### config.mk
export PLATFORM = sky130hd
export DESIGN_NAME = psum_drain
export DESIGN_NICKNAME = d
export VERILOG_FILES = /design/src/rtl/core_pkg.sv /design/src/rtl/psum_drain.sv
export SDC_FILE = /design/constraint.sdc
export NUM_CORES = 1
export LEC_CHECK = 0
export BUFFER_PORTS_ARGS = -buffer_cell sky130_fd_sc_hd__buf_2
export CORE_ASPECT_RATIO = 0.9
export CORE_MARGIN = 2
export CORE_UTILIZATION = 30
export DETAILED_ROUTE_END_ITERATION = 8
export PLACE_DENSITY = 0.47
export RECOVER_POWER = 25
export SETUP_SLACK_MARGIN = 0.4
export SYNTH_ARGS = -nofsm -noshare
export SYNTH_HDL_FRONTEND = slang
export SYNTH_SLANG_ARGS = --single-unit
### constraint.sdc
create_clock -name clk -period 7.37 [get_ports clk]
set_input_delay 1.1055 -clock clk [delete_from_list [all_inputs] [get_ports clk]]
set_output_delay 1.1055 -clock clk [all_outputs]
set_load 0.01 [all_outputs]
### src/rtl/core_pkg.sv
// Shared constants and types for the core's output-SRAM read path.
// Row geometry, the psum type, the drain FSM encoding and the ReLU clamp live here.
package core_pkg;

  localparam int COL       = 8;
  localparam int PSUM_BW   = 16;
  localparam int O_ADDR_BW = 4;
  localparam int ROW_BW    = COL * PSUM_BW;
  localparam int LANE_BW   = $clog2(COL);

  localparam logic [LANE_BW-1:0] LAST_LANE = LANE_BW'(COL - 1);

  typedef logic signed [PSUM_BW-1:0] psum_t;

  typedef enum logic [2:0] {
    IDLE,
    READ,
    CAPTURE,
    DRAIN,
    DONE
  } drain_state_e;

  // A negative psum is recognised purely by its sign bit.
  function automatic psum_t relu_clamp(input psum_t x, input logic en);
    return (en && x[PSUM_BW-1]) ? psum_t'(0) : x;
  endfunction

endpackage

### src/rtl/psum_drain.sv
// Host-side drain of the 128-bit output SRAM: reads rows 0..rows_m1 one at a time
// and streams each row's psums lane by lane on a valid/ready port, with optional ReLU.
module psum_drain
  import core_pkg::*;
(
  input  logic                 clk,
  input  logic                 reset,
  input  logic                 start,
  input  logic [O_ADDR_BW-1:0] rows_m1,
  input  logic                 relu_en,
  output logic                 o_cen,
  output logic                 o_wen,
  output logic [O_ADDR_BW-1:0] o_addr,
  input  logic [ROW_BW-1:0]    o_q,
  output logic                 dout_valid,
  input  logic                 dout_ready,
  output logic [PSUM_BW-1:0]   dout_data,
  output logic                 dout_last,
  output logic                 busy,
  output logic                 done
);

  drain_state_e          state_q, state_d;
  logic [O_ADDR_BW-1:0]  row_ptr_q, row_ptr_d;
  logic [O_ADDR_BW-1:0]  rows_m1_q, rows_m1_d;
  logic                  relu_q, relu_d;
  logic [LANE_BW-1:0]    lane_q, lane_d;
  logic [ROW_BW-1:0]     row_reg_q, row_reg_d;
  psum_t                 lane_psum;

  always_comb begin
    state_d   = state_q;
    row_ptr_d = row_ptr_q;
    rows_m1_d = rows_m1_q;
    relu_d    = relu_q;
    lane_d    = lane_q;
    row_reg_d = row_reg_q;
    case (state_q)
      IDLE: begin
        if (start) begin
          rows_m1_d = rows_m1;
          relu_d    = relu_en;
          row_ptr_d = '0;
          state_d   = READ;
        end
      end
      READ:    state_d = CAPTURE;
      // The SRAM returns data one cycle after the READ edge, so it is captured here.
      CAPTURE: begin
        row_reg_d = o_q;
        lane_d    = '0;
        state_d   = DRAIN;
      end
      DRAIN: begin
        if (dout_ready) begin
          if (lane_q != LAST_LANE) begin
            lane_d = lane_q + 1'b1;
          end else if (row_ptr_q == rows_m1_q) begin
            state_d = DONE;
          end else begin
            row_ptr_d = row_ptr_q + 1'b1;
            state_d   = READ;
          end
        end
      end
      DONE:    state_d = IDLE;
      default: state_d = IDLE;
    endcase
  end

  always_ff @(posedge clk or posedge reset) begin
    if (reset) begin
      state_q   <= IDLE;
      row_ptr_q <= '0;
      rows_m1_q <= '0;
      relu_q    <= 1'b0;
      lane_q    <= '0;
      row_reg_q <= '0;
    end else begin
      state_q   <= state_d;
      row_ptr_q <= row_ptr_d;
      rows_m1_q <= rows_m1_d;
      relu_q    <= relu_d;
      lane_q    <= lane_d;
      row_reg_q <= row_reg_d;
    end
  end

  // All outputs come from registered state, so valid never looks at ready.
  assign lane_psum  = row_reg_q[lane_q*PSUM_BW +: PSUM_BW];
  assign o_cen      = (state_q != READ);
  assign o_wen      = 1'b1;
  assign o_addr     = row_ptr_q;
  assign dout_valid = (state_q == DRAIN);
  assign dout_data  = dout_valid ? relu_clamp(lane_psum, relu_q) : '0;
  assign dout_last  = dout_valid && (lane_q == LAST_LANE) && (row_ptr_q == rows_m1_q);
  assign busy       = (state_q != IDLE);
  assign done       = (state_q == DONE);

endmodule
---- After elaboration in Yosys (flattened, before gate mapping) ----
Index checks and enable logic that the tools add are counted.
operators by class
  $add $sub $neg .......................... 2
  equality and inequality tests ........... 13
  shift-type cells ........................ 1
  mux-type cells .......................... 15
  reductions and logical operators ........ 11
operators with widths
  cell                 number
  $shiftx 128x8->16    1
  $mux 16              2
  $mux 3               6
  $mux 4               4
  $pmux 3 s4           1
  $pmux 4 s2           1
  $eq 3x2->1 const B   2
  $eq 3x3->1 const B   2
  $ne 2x2->1 const B   3
  $pmux 3 s2           1
  $reduce_and 3->1     2
  $reduce_and 5->1     1
  $add 4x1->4 const B  1
  $eq 4x4->1           1
  $ne 2x1->1 const B   2
  $reduce_bool 2->1    2
  $add 3x1->3 const B  1
  $eq 3x1->1 const B   1
  $logic_and 1x1->1    3
  $logic_not 3->1      1
  $ne 3x1->1 const B   1
  $ne 3x3->1 const B   1
  $reduce_bool 3->1    1
  $reduce_and 2->1     1
word-level totals
  register bits ........................... 143
  input bits .............................. 137
  logic and storage cells ................. 48

---- Longest topological paths before layout ----
  word-level depth ........................ 5
  gate-level depth with buffers ........... 6
  mapped depth without buffers ............ 6

---- Least setup slack after synthesis ----
Ideal clock, no wire load.
  path type ............................... flip-flop to output port
  start point ............................. reg lane_q[0]
  end point ............................... out dout_data[10]
  arrival ................................. 1.473 ns
  path slack .............................. 4.791 ns
  cell stages (with the launch flop) ...... 7
  path buffers ............................ 2
  cells stage by stage .................... dfrtp_1 buf_6 mux2_2 o22ai_4 o31ai_4 buf_6 a21oi_1
between the ends
  longest elaborated chain between the ends .. 4
ends and longest elaborated chain
  what                      RTL line          text
  start: declaration        psum_drain.sv:27  logic [LANE_BW-1:0] lane_q, lane_d;
  start signal: assignment  psum_drain.sv:84  lane_q <= lane_d;
  $shiftx 128x8->16 (*)     psum_drain.sv:90  assign lane_psum = row_reg_q[lane_q*PSUM_BW +: PSUM_BW];
  $logic_and 1x1->1         core_pkg.sv:25    return (en && x[PSUM_BW-1]) ? psum_t'(0) : x;
  $mux 16 (*)               core_pkg.sv:25
  $mux 16 (*)               psum_drain.sv:95  assign dout_data = dout_valid ? relu_clamp(lane_psum, relu_q) : '0;
  end: declaration          psum_drain.sv:17  output logic [PSUM_BW-1:0] dout_data,
Every way passes the cells marked *; elsewhere a longest branch is shown, timed or not.

---- Worst setup path after layout ----
  start point ............................. reg lane_q[0]
  end point ............................... out dout_data[0]
The elaborated chain is that of the path after synthesis.

==> out/metrics.yaml <==
ctsResizeCount: 0
tritoncts: "built"
tns_ns: 0
netlist_instances: 442
ys.flop_type: "dfrtp_1"
ff_latch_area_sq_um: 3580
ys_types: 37
holdPathEnd: "row_reg_q[105]"
hold_buffers: 0
setup_viol: 0
clk_pin_slew_ns: 0.06
seq_power_share_pct: 37.6
viasPerCell: 4.61
io_pins: 163
die_x_microns: 161
critPathSlowestCell: "o31ai_4"
die_area_sq_um: 23500
avgSynthCellArea_sq_um: 15.1
layout-drive-gt1-share_pct: 60.2
root_buffer: "clkbuf_16"
synth.area.top_cells: "dfrtp_1 (53%), mux2_2 (23%), mux4_2 (10%), buf_6 (2.0%), nand2b_1 (1.2%)"
clk-insertion-delay-late_ns: 0.42
syn_to_final_growth_pct: 23.9
finalNetCount: 739
synthDominantCellAreaShare_pct: 53.4
portBuffers: 161
ys_ff_latch: 143
multiInputGateArea_sq_um: 2870
antenna_found_initial: 5
clkSinkCount: 143
pwr-share-comb_pct: 38.0
holdCritStartpoint: "row_reg_q[105]"
min_path_type: "flop to flop"
critical_path.cell_chain: "buf_4 > mux2i_1 > a22o_1 > o31ai_4 > nor2_1 > buf_2"
violations: "max-capacitance violations, max-slew violations"
finClkSkew_ns: 0.00710
synth.largest_area_cell: "dfrtp_1"
num_rows: 51
leakage_nw: 3.71
synthesis.nets: 582
tightest_slew_ns: 3.85
p_per_area_nw_per_um2: 444
holdPathStages: 1
drt_wl_total_microns: 16300
die_h_microns: 146
synthArstFlopShare_pct: 100
critPathCaptureType: "output port"
reg2regPathDepth: 5
fmax_mhz: 254
rsz0062_at_grt: "no"
drt-wirelength-per-cell_microns: 18.0
place_ws_ns: 3.79
vias: 4180
clockPowerShare_pct: 24.4
r2r_slack_ns: 4.57
grt_pass1_wl_microns: 25800
start_kind: "flop"
synth-edff-count: 0
grt_use_met2_pct: 23.4
fin_ws_ns: 3.43
cts_made_buffers: 17
finalCritPeriodShare_pct: 53.4
cp.arrival_ns: 2.83
ir_drop_v: 0.000163
busiest_layer: "met2"
drcViolationCount: 0
maxCapViolCount: 1
p_int_mw: 2.54
report.final.hold_viol_count: 0
grt_max_degree: 86
r2r_end: "row_reg_q[69]"
globalplace.congestion: 0.786
yosys_warnings: 0
grt_pass1_vias: 4671
clockBufferDepth: 2
cp_slowest_stage_delay_ns: 0.70
grtUsageMet3_pct: 5.02
cts_max_level: 4
firstDrtPassIters: 4
layout_min_cycle_time_ns: 3.94
start_util_pct: 30.8
crit_fanout: 37
seq_area_frac_synth_pct: 53.4
n_fill_cell: 2112
slew_violations: 86
critical_path_required_ns: 6.26
core-area_sq_um: 21800
grt_remaining_overflow: 0
switching_share_pct: 31.1
synthesis.area_sq_um: 6700
status: "finished with violations"
gr-usage-met1_pct: 18.2
criticalPathCategory: "flop to output port"
post_cts_buffers: 0
maxSlewHeadroom_pct: -158
antenna_left: 0
dpl.hpwl_microns: 11600
drt_iter0_markers: 197
grt_usage_pct: 14.4
p_switching_mw: 1.15
crit-reg2reg-launch: "state_q[2]"
==> cells in the mapped netlist (all sizes together) (4+ instances only) <==
cell type / n
mux2i: 6
buf: 25
nor2: 14
mux4: 30
mux2: 135
inv: 4
xnor2: 4
a22o: 6
nand2b: 14
a21oi: 14
dfrtp: 143
nand2: 16
==> per-layer routing <==
metal  share of wire [%]  vias to the layer above
li1                    -                     1942
met1                  44                     2105
met2                  48                      110
met3                 6.3                       19
met4                0.97                        4
met5                0.14                        -
==> kinds of logic (layout without fill, tap and decap cells) <==
group,count (synthesis),count (layout),synth area share [%]
other,1,5,0.0560
xor gates and xnor gates,4,4,0.523
AOI/OAI and AO/OA,30,30,3.33
buffers and inverters,32,201,3.72
DFF,143,143,53.4
and+or+nand+nor,58,58,4.67
adders and majority gates,3,3,0.561
muxes,171,171,33.7
==> worst max-delay path, delay by kind of cell (launching register included) <==
kind / cells / cell delay [ns]
simple gates: 1 / 0.14
compound gates: 2 / 1.00
flops: 1 / 0.33
buf+inv: 2 / 0.74
mux: 1 / 0.18
==> state kept, by name, summed over array words and instances, names as in the netlist <==
register and cells:
row_reg_q 128, o_addr 4, rows_m1_q 4, lane_q 3
state_q 3, relu_q 1
==> layout make-up <==
cell class | instances | area share [%]
Multi-Input combinational cell | 267 | 34.6
Antenna cell | 4 | 0.121
Tap cell | 291 | 4.39
Sequential cell | 143 | 43.2
Timing Repair Buffer | 166 | 10.2
Clock buffer | 21 | 5.43
Inverter | 4 | 0.196
Clock inverter | 10 | 1.96
==> through the flow <==
stage	power, mW	hold slack [ns]	instances	util (%)	instance area [sq um]
finish	3.68	0.500	906	38.1	8300
CTS	3.76	0.503	902	38.1	8300
global route	3.93	0.506	903	38.1	8290
floorplan	2.44	0.469	442	-	6700
detailed placement	2.84	0.490	871	35.3	7680
global placement	2.81	0.485	871	35.3	7680
==> power groups by stage <==
stage	combinational (mW)	sequential, mW	clock [mW]
global placement	1.41	1.39	0
detailed placement	1.43	1.41	0
CTS	1.44	1.39	0.925
global route	1.53	1.44	0.958
finish	1.40	1.39	0.897
floorplan	1.15	1.30	0
==> how the worst max path moves through the flow <==
stage	slack, ns	start	endpoint
2_1_floorplan	2.43	reset	lane_q[0]
6_report	3.43	lane_q[0]	dout_data[0]
3_3_place_gp	3.84	lane_q[1]	dout_data[1]
3_5_place_dp	3.79	lane_q[1]	dout_data[0]
5_1_grt	2.80	reset	row_reg_q[15]
4_1_cts	3.33	lane_q[1]	dout_data[0]
==> cells in the final DEF, fill, tap and decap left out, types with 3 or more instances in the layout <==
cell       synthesis  routed
a21oi_1           14      14
a22o_1             6       6
buf_2              4     161
buf_4              9       5
bufinv_16          0       4
clkbuf_1           3       3
clkbuf_16          0      17
dfrtp_1          143     141
diode_2            0       4
ha_1               3       3
inv_1              4       3
mux2_2           135     135
mux2i_1            6       6
mux4_2            30      30
nand2_1           16      16
nand2b_1          13      13
nor2_1            13      12
nor2b_1            3       3
xnor2_1            4       4
No activity file was read; power rests on OpenSTA's default activity.
